===== config.mk =====
export PLATFORM = sky130hd
export DESIGN_NAME = aes_key_sched_ctrl
export DESIGN_NICKNAME = d
export VERILOG_FILES = /design/src/rtl/aes_key_sched_ctrl.sv
export SDC_FILE = /design/constraint.sdc
export NUM_CORES = 2
export LEC_CHECK = 0
export BUFFER_PORTS_ARGS = -buffer_cell sky130_fd_sc_hd__buf_4
export CAP_MARGIN = 5
export CORE_ASPECT_RATIO = 0.8
export CORE_MARGIN = 5
export CORE_UTILIZATION = 30
export DETAILED_ROUTE_END_ITERATION = 16
export HOLD_SLACK_MARGIN = 0.03
export PLACE_DENSITY = 0.53
export SETUP_SLACK_MARGIN = 0.02
export SLEW_MARGIN = 5
export SYNTH_ARGS = -nofsm -noshare
export SYNTH_HDL_FRONTEND = slang
export SYNTH_SLANG_ARGS = --single-unit

===== constraint.sdc =====
create_clock -name clk -period 14 [get_ports clk]
set_input_delay 0 -clock clk [delete_from_list [all_inputs] [get_ports clk]]
set_output_delay 0 -clock clk [all_outputs]
set_load 0.05 [all_outputs]

===== src/rtl/aes_key_sched_ctrl.sv =====
// aes_key_sched_ctrl: sequences the AES-128 key-expansion datapath one round at a time.
// It supplies the previous round key and the rcon word to key_expand, then captures
// every round key into an internal file that the cipher core reads at random.
// The first key byte sits in the most significant bits of each 128-bit word.
module aes_key_sched_ctrl #(
    parameter int NR     = 10,
    parameter int XE_LAT = 1
) (
    input  logic         clk,
    input  logic         rst,
    input  logic [127:0] key_in,
    input  logic         key_start,
    output logic         key_ready,
    output logic         busy,
    output logic         done,
    output logic         keys_valid,
    output logic [127:0] xe_temp_key,
    output logic [127:0] xe_m_key,
    output logic [31:0]  xe_rcon,
    input  logic [127:0] xe_out_key,
    input  logic [3:0]   rk_rd_addr,
    output logic [127:0] rk_rd_data,
    output logic [1:0]   state_dbg
);

    localparam int WCW = (XE_LAT > 1) ? $clog2(XE_LAT) : 1;

    typedef enum logic [1:0] {
        S_IDLE  = 2'd0,
        S_ISSUE = 2'd1,
        S_WAIT  = 2'd2,
        S_DONE  = 2'd3
    } state_t;

    state_t         state;
    logic [3:0]     round;
    logic [WCW-1:0] wait_cnt;
    logic [127:0]   rk [0:NR];
    logic           start_acc;

    // AES round constant for expansion rounds 1..10; anything else maps to 0.
    function automatic logic [7:0] rc_byte(input logic [3:0] r);
        case (r)
            4'd1:    rc_byte = 8'h01;
            4'd2:    rc_byte = 8'h02;
            4'd3:    rc_byte = 8'h04;
            4'd4:    rc_byte = 8'h08;
            4'd5:    rc_byte = 8'h10;
            4'd6:    rc_byte = 8'h20;
            4'd7:    rc_byte = 8'h40;
            4'd8:    rc_byte = 8'h80;
            4'd9:    rc_byte = 8'h1b;
            4'd10:   rc_byte = 8'h36;
            default: rc_byte = 8'h00;
        endcase
    endfunction

    // Load handshake: a key transfers on any rising edge where key_start and
    // key_ready are both high. key_ready is only high in IDLE and DONE, so a
    // key_start raised while an expansion runs is simply dropped.
    assign start_acc = key_start & key_ready;

    // The mask input of key_expand is unused for plain key expansion.
    assign xe_m_key  = '0;
    assign state_dbg = state;

    // Sequencer: accept a key, run ISSUE/WAIT once per round, then flag DONE.
    // xe_temp_key doubles as the current-key register: it always holds the
    // most recently produced round key, which is what the next round needs.
    always_ff @(posedge clk) begin
        if (rst) begin
            state       <= S_IDLE;
            round       <= 4'd0;
            wait_cnt    <= '0;
            key_ready   <= 1'b1;
            busy        <= 1'b0;
            done        <= 1'b0;
            keys_valid  <= 1'b0;
            xe_temp_key <= '0;
            xe_rcon     <= '0;
            for (int i = 0; i <= NR; i++) begin
                rk[i] <= '0;
            end
        end else begin
            done <= 1'b0;
            if (start_acc) begin
                // A new load always wins, including one arriving in the DONE cycle.
                rk[0]       <= key_in;
                xe_temp_key <= key_in;
                xe_rcon     <= {rc_byte(4'd1), 24'h0};
                round       <= 4'd1;
                keys_valid  <= 1'b0;
                busy        <= 1'b1;
                key_ready   <= 1'b0;
                state       <= S_ISSUE;
            end else begin
                case (state)
                    S_IDLE: begin
                        state <= S_IDLE;
                    end
                    S_ISSUE: begin
                        wait_cnt <= WCW'(XE_LAT - 1);
                        state    <= S_WAIT;
                    end
                    S_WAIT: begin
                        if (wait_cnt != '0) begin
                            wait_cnt <= wait_cnt - WCW'(1);
                        end else begin
                            rk[round]   <= xe_out_key;
                            xe_temp_key <= xe_out_key;
                            if (round == 4'(NR)) begin
                                xe_rcon   <= '0;
                                done      <= 1'b1;
                                busy      <= 1'b0;
                                key_ready <= 1'b1;
                                state     <= S_DONE;
                            end else begin
                                round   <= round + 4'd1;
                                xe_rcon <= {rc_byte(round + 4'd1), 24'h0};
                                state   <= S_ISSUE;
                            end
                        end
                    end
                    S_DONE: begin
                        keys_valid <= 1'b1;
                        state      <= S_IDLE;
                    end
                    default: begin
                        state <= S_IDLE;
                    end
                endcase
            end
        end
    end

    // Random-access read of the round-key file; indices past NR read as zero.
    always_comb begin
        rk_rd_data = '0;
        if (rk_rd_addr <= 4'(NR)) begin
            rk_rd_data = rk[rk_rd_addr];
        end
    end

endmodule


; ---- Word-level counts from Yosys, hierarchy flattened
; Memories as Yosys holds them, arrays and structs flattened.
; Index checks and enable logic that the tools add are counted.
[word_totals]
regBits = 171
mem_bits_rw = 1408
mem_bits_ro = 128
in_bits = 263
word_cells = 86
mem_count = 2
[classes]
addsub = 2
n_lt_le_gt_ge = 1
n_eq_ne = 8
n_mux = 41
bitwise = 6
n_reduce_logical = 14
[mem_list]
columns = memory, depth, word_bits, rd, rd_ports_with_merged_regs, wr, line_no
row1 = rk, 11, 128, 1, 0, 11, 38  ; logic [127:0] rk [0:NR];
row2 = (no name shown), 16, 8, 1, 0, 0, 43  ; case (r)
[op_table]
columns = op, n
row1 = $mux W128, 6
row2 = $reduce_or A128 Y1, 1
row3 = $mux W25, 3
row4 = $mux W32, 1
row5 = $mux W1, 26
row6 = $reduce_and A3 Y1, 3
row7 = $pmux W2 S3, 1
row8 = $reduce_and A2 Y1, 3
row9 = $reduce_bool A2 Y1, 3
row10 = $add A4 B1 Y4 const B, 1
row11 = $eq A2 B2 Y1 const B, 2
row12 = $eq A4 B4 Y1 const B, 1
row13 = $le A4 B4 Y1 const B, 1
row14 = $mux W2, 2
row15 = $mux W4, 1
row16 = $ne A2 B2 Y1 const B, 2
row17 = $not A1 Y1, 4
row18 = $reduce_or A2 Y1, 2
row19 = $reduce_or A4 Y1, 1
row20 = $ne A3 B3 Y1 const B, 1
row21 = $eq A2 B1 Y1 const B, 1
row22 = $logic_not A2 Y1, 1
row23 = $ne A2 B1 Y1 const B, 1
row24 = $pmux W1 S2, 1
row25 = 3 further kinds, 3

; ---- Longest topological paths before layout
[depth]
word_depth = 7
ltp_mapped = 10
mapped_depth_nobuf = 7

; ---- Worst setup path before layout
; No wires, ideal clock.
[synth_path]
kind = reg-to-reg
start = register key_ready
end = memory rk[9][0] (enable)
setup_ns = 0.773
arrival_time_ns = 10.088
path_slack_ns = 3.139
path_stages_with_launch = 6
n_path_buf = 2
path_cell_list = dfxtp_1 nand2_1 clkbuf_1 clkbuf_1 a21oi_1 nor3_1
[synth_rtl]
columns = item, line_no
row1 = from (decl), 13  ; output logic key_ready,
row2 = from (signal assigned), 75  ; key_ready <= 1'b1;
row3 = from (signal assigned), 94  ; key_ready <= 1'b0;
row4 = from (signal assigned), 115  ; key_ready <= 1'b1;
row5 = to (decl), 38

==> impl_metrics.json <==
{
  "cts-resized-gates": 0,
  "wirelength_um": 225000,
  "skew_ns": 0.0514,
  "synth_edf_count": 1280,
  "cts_tree": "yes",
  "regToRegSetupSlack_ns": 7.87,
  "cts_root_buf": "clkbuf_16",
  "powerDensity_mw_per_mm2": 136,
  "cts_inserted_buffers": 177,
  "yosysUniqueCellTypes": 45,
  "drt_iter0_markers": 3945,
  "fp.dieH_um": 435,
  "dr.pass1.iters": 8,
  "final_util_pct": 36.4,
  "grt_overflow_total": 0,
  "finalHoldViolCount": 0,
  "ys_warn_count": 0,
  "power.total_uw": 11100,
  "irDropWorstVdd_mv": 0.0931,
  "ant_nets": 0,
  "n_antenna_cell": 0,
  "antenna_found_initial": 7,
  "grt_pass1_vias": 46500,
  "cts_buffer_depth": 4,
  "grt_pass1_wl_um": 326000,
  "pre_cts_ws_ns": 7.84,
  "synth-async-reset-ratio_pct": 0,
  "area.growth.synth_to_final_pct": 20.9,
  "fp.dieW_um": 542,
  "final_nets": 6364,
  "synth_seq_cells": 1554,
  "grt_use_total_pct": 18.5,
  "cts_sinks": 1554,
  "drc_errors": 0,
  "netlist_area_mm2": 0.0678,
  "setup-tns-final_ns": 0,
  "ys.flop_type": "edfxtp_1",
  "start_util_pct": 30.1,
  "maxCapViolCount": 0,
  "placed_cells": 8646,
  "drv_slew": 0,
  "path_clk_slew_ns": 0.06,
  "num_vias": 45300,
  "worst_setup_path_end_kind": "flip-flop",
  "globalplace.congestion": 0.747,
  "htreeDepth": 4,
  "viasPerCell": 4.91,
  "numPortBuffers": 532,
  "final_cells": 9237,
  "critPathLaunchType": "flip-flop",
  "required_ns": 14.43,
  "min_path_type": "primary input to flip-flop",
  "rsz0062_at_grt": "false",
  "fmax_mhz": 163,
  "ios": 685,
  "nFillCells": 21700,
  "cp_max_fo": 73,
  "ys_seq_area_share_pct": 64.8,
  "worst_pin_slew_ns": 1.24,
  "max_slew_margin_pct": 16.8,
  "clk_latency_ns": 0.83,
  "setup_ws_ns": 7.87,
  "drive_above_1_share_pct": 18.3,
  "setup_violations": 0,
  "rows": 156,
  "mostFrequentLayoutCells": "nor2_1, edfxtp_1, nand2_1",
  "p_leak_uw": 0.0313,
  "dp_hpwl_um": 131000,
  "syn-instance-count": 5554,
  "core_mm2": 0.225,
  "grt_max_degree": 133,
  "period_share_pct": 43.8,
  "fin_crit_ns": 6.13,
  "status": "finished, final reports clean",
  "arrival_ns": 6.56,
  "die_area_mm2": 0.236,
  "wl_per_cell_um": 24.3,
  "path_class": "flip-flop to flip-flop",
  "final_common_cell": "nor2_1",
  "avgSynthCellArea_um2": 12.2
}
cell families (layout without fill, tap and decap cells):
family | count (synthesis) | in the layout | share of synthesized area (%)
AO/OA/AOI/OAI | 550 | 550 | 5.08
adder cells (fa/ha/maj) | 8 | 8 | 0.148
buffers and inverters | 806 | 1336 | 5.54
other | 1 | 152 | 0.00553
flip-flops | 1554 | 1554 | 64.8
AND/OR/NAND/NOR | 2114 | 2114 | 12.1
multiplexers | 515 | 515 | 12.3
XOR/XNOR | 6 | 6 | 0.0775
what timing repair did:
item / 4_1_cts / 5_1_grt
hold buffers: 270 / 0
setup buffers: 0 / 0
setup endpoints to repair: 0 / 0
hold endpoints to repair: 1485 / 0
per-layer routing:
layer | part of all wire (%) | wire length [um] | vias to the layer above | track usage (%)
li1 | - | - | 20200 | -
met1 | 43 | 96300 | 23400 | 25.1
met2 | 49 | 110000 | 1487 | 31.4
met3 | 5.8 | 13100 | 251 | 2.75
met4 | 2.4 | 5380 | 0 | 4.51
met5 | 0 | 0 | - | 0
flip-flops by register name, indices dropped and copies added, names as in the netlist:
register and flops:
busy 1, done 1, keys_valid 1, key_ready 1
xe_temp_key 128, xe_rcon 8, rk 1408, state_dbg 2
round 4
synthesized netlist by cell type, drive strengths merged, types with 2 or more instances:
cell / n / share of area (%)
ha: 8 / 0.15
a21o: 129 / 1.4
nand3: 133 / 0.98
o211ai: 128 / 1.4
edfxtp: 1280 / 57
nor3: 3 / 0.022
nor3b: 2 / 0.030
nor2b: 4 / 0.037
a31oi: 4 / 0.037
a21oi: 15 / 0.11
clkbuf: 373 / 2.1
nand2b: 11 / 0.10
nand2: 659 / 3.6
inv: 132 / 0.73
mux4: 256 / 8.5
buf: 301 / 2.7
xnor2: 3 / 0.039
or3: 2 / 0.018
o31ai: 2 / 0.022
nand4: 4 / 0.037
a32o: 2 / 0.030
nor2: 1292 / 7.1
xor2: 3 / 0.039
mux2i: 258 / 3.8
nor4: 2 / 0.028
o21ai: 261 / 1.9
dfxtp: 274 / 8.1
cell type report:
| cell class | instances | area, um^2 | share of cell area, % |
|---|---|---|---|
| clock buffer | 257 | 4930 | 6.01 |
| clock inverter | 64 | 599 | 0.731 |
| timing repair buffer | 883 | 7410 | 9.03 |
| multi-input combinational | 3345 | 20900 | 25.5 |
| inverter | 132 | 495 | 0.604 |
| sequential | 1554 | 43900 | 53.5 |
| tap | 3002 | 3760 | 4.58 |
final timing paths:
path,to,depth (start not counted),startpoint
setup / recovery,rk[6][60],8,state_dbg[1]
hold / removal,rk[6][110],4,xe_out_key[110]
setup reg to reg,rk[6][60],8,state_dbg[1]
hold reg to reg,xe_temp_key[16],2,xe_temp_key[16]
critical path, stage by stage (launching register included):
cell	delay, ns
dfxtp_1	0.42
ha_4	0.81
inv_1	0.51
or3_1	0.52
nor3b_2	0.57
nand2_4	0.55
nand2b_4	0.76
buf_4	0.63
buf_4	0.83
where the power goes:
group / leakage (uW) / internal (uW) / switching (uW) / total (uW)
logic: 0.0131 / 374 / 948 / 1320
registers: 0.0155 / 5220 / 66.5 / 5290
clock network: 0.00270 / 2600 / 1920 / 4520
total: 0.0313 / 8200 / 2930 / 11100
metrics by stage:
stage | hold WS [ns] | cell area (um^2)
after floorplan | 0.343 | 68400
after global placement | 0.431 | 73800
after detailed placement | 0.434 | 73800
after CTS | 0.0409 | 82000
after global routing | 0.0929 | 82000
final | 0.0714 | 82000
Power figures use the tool's default switching activity.
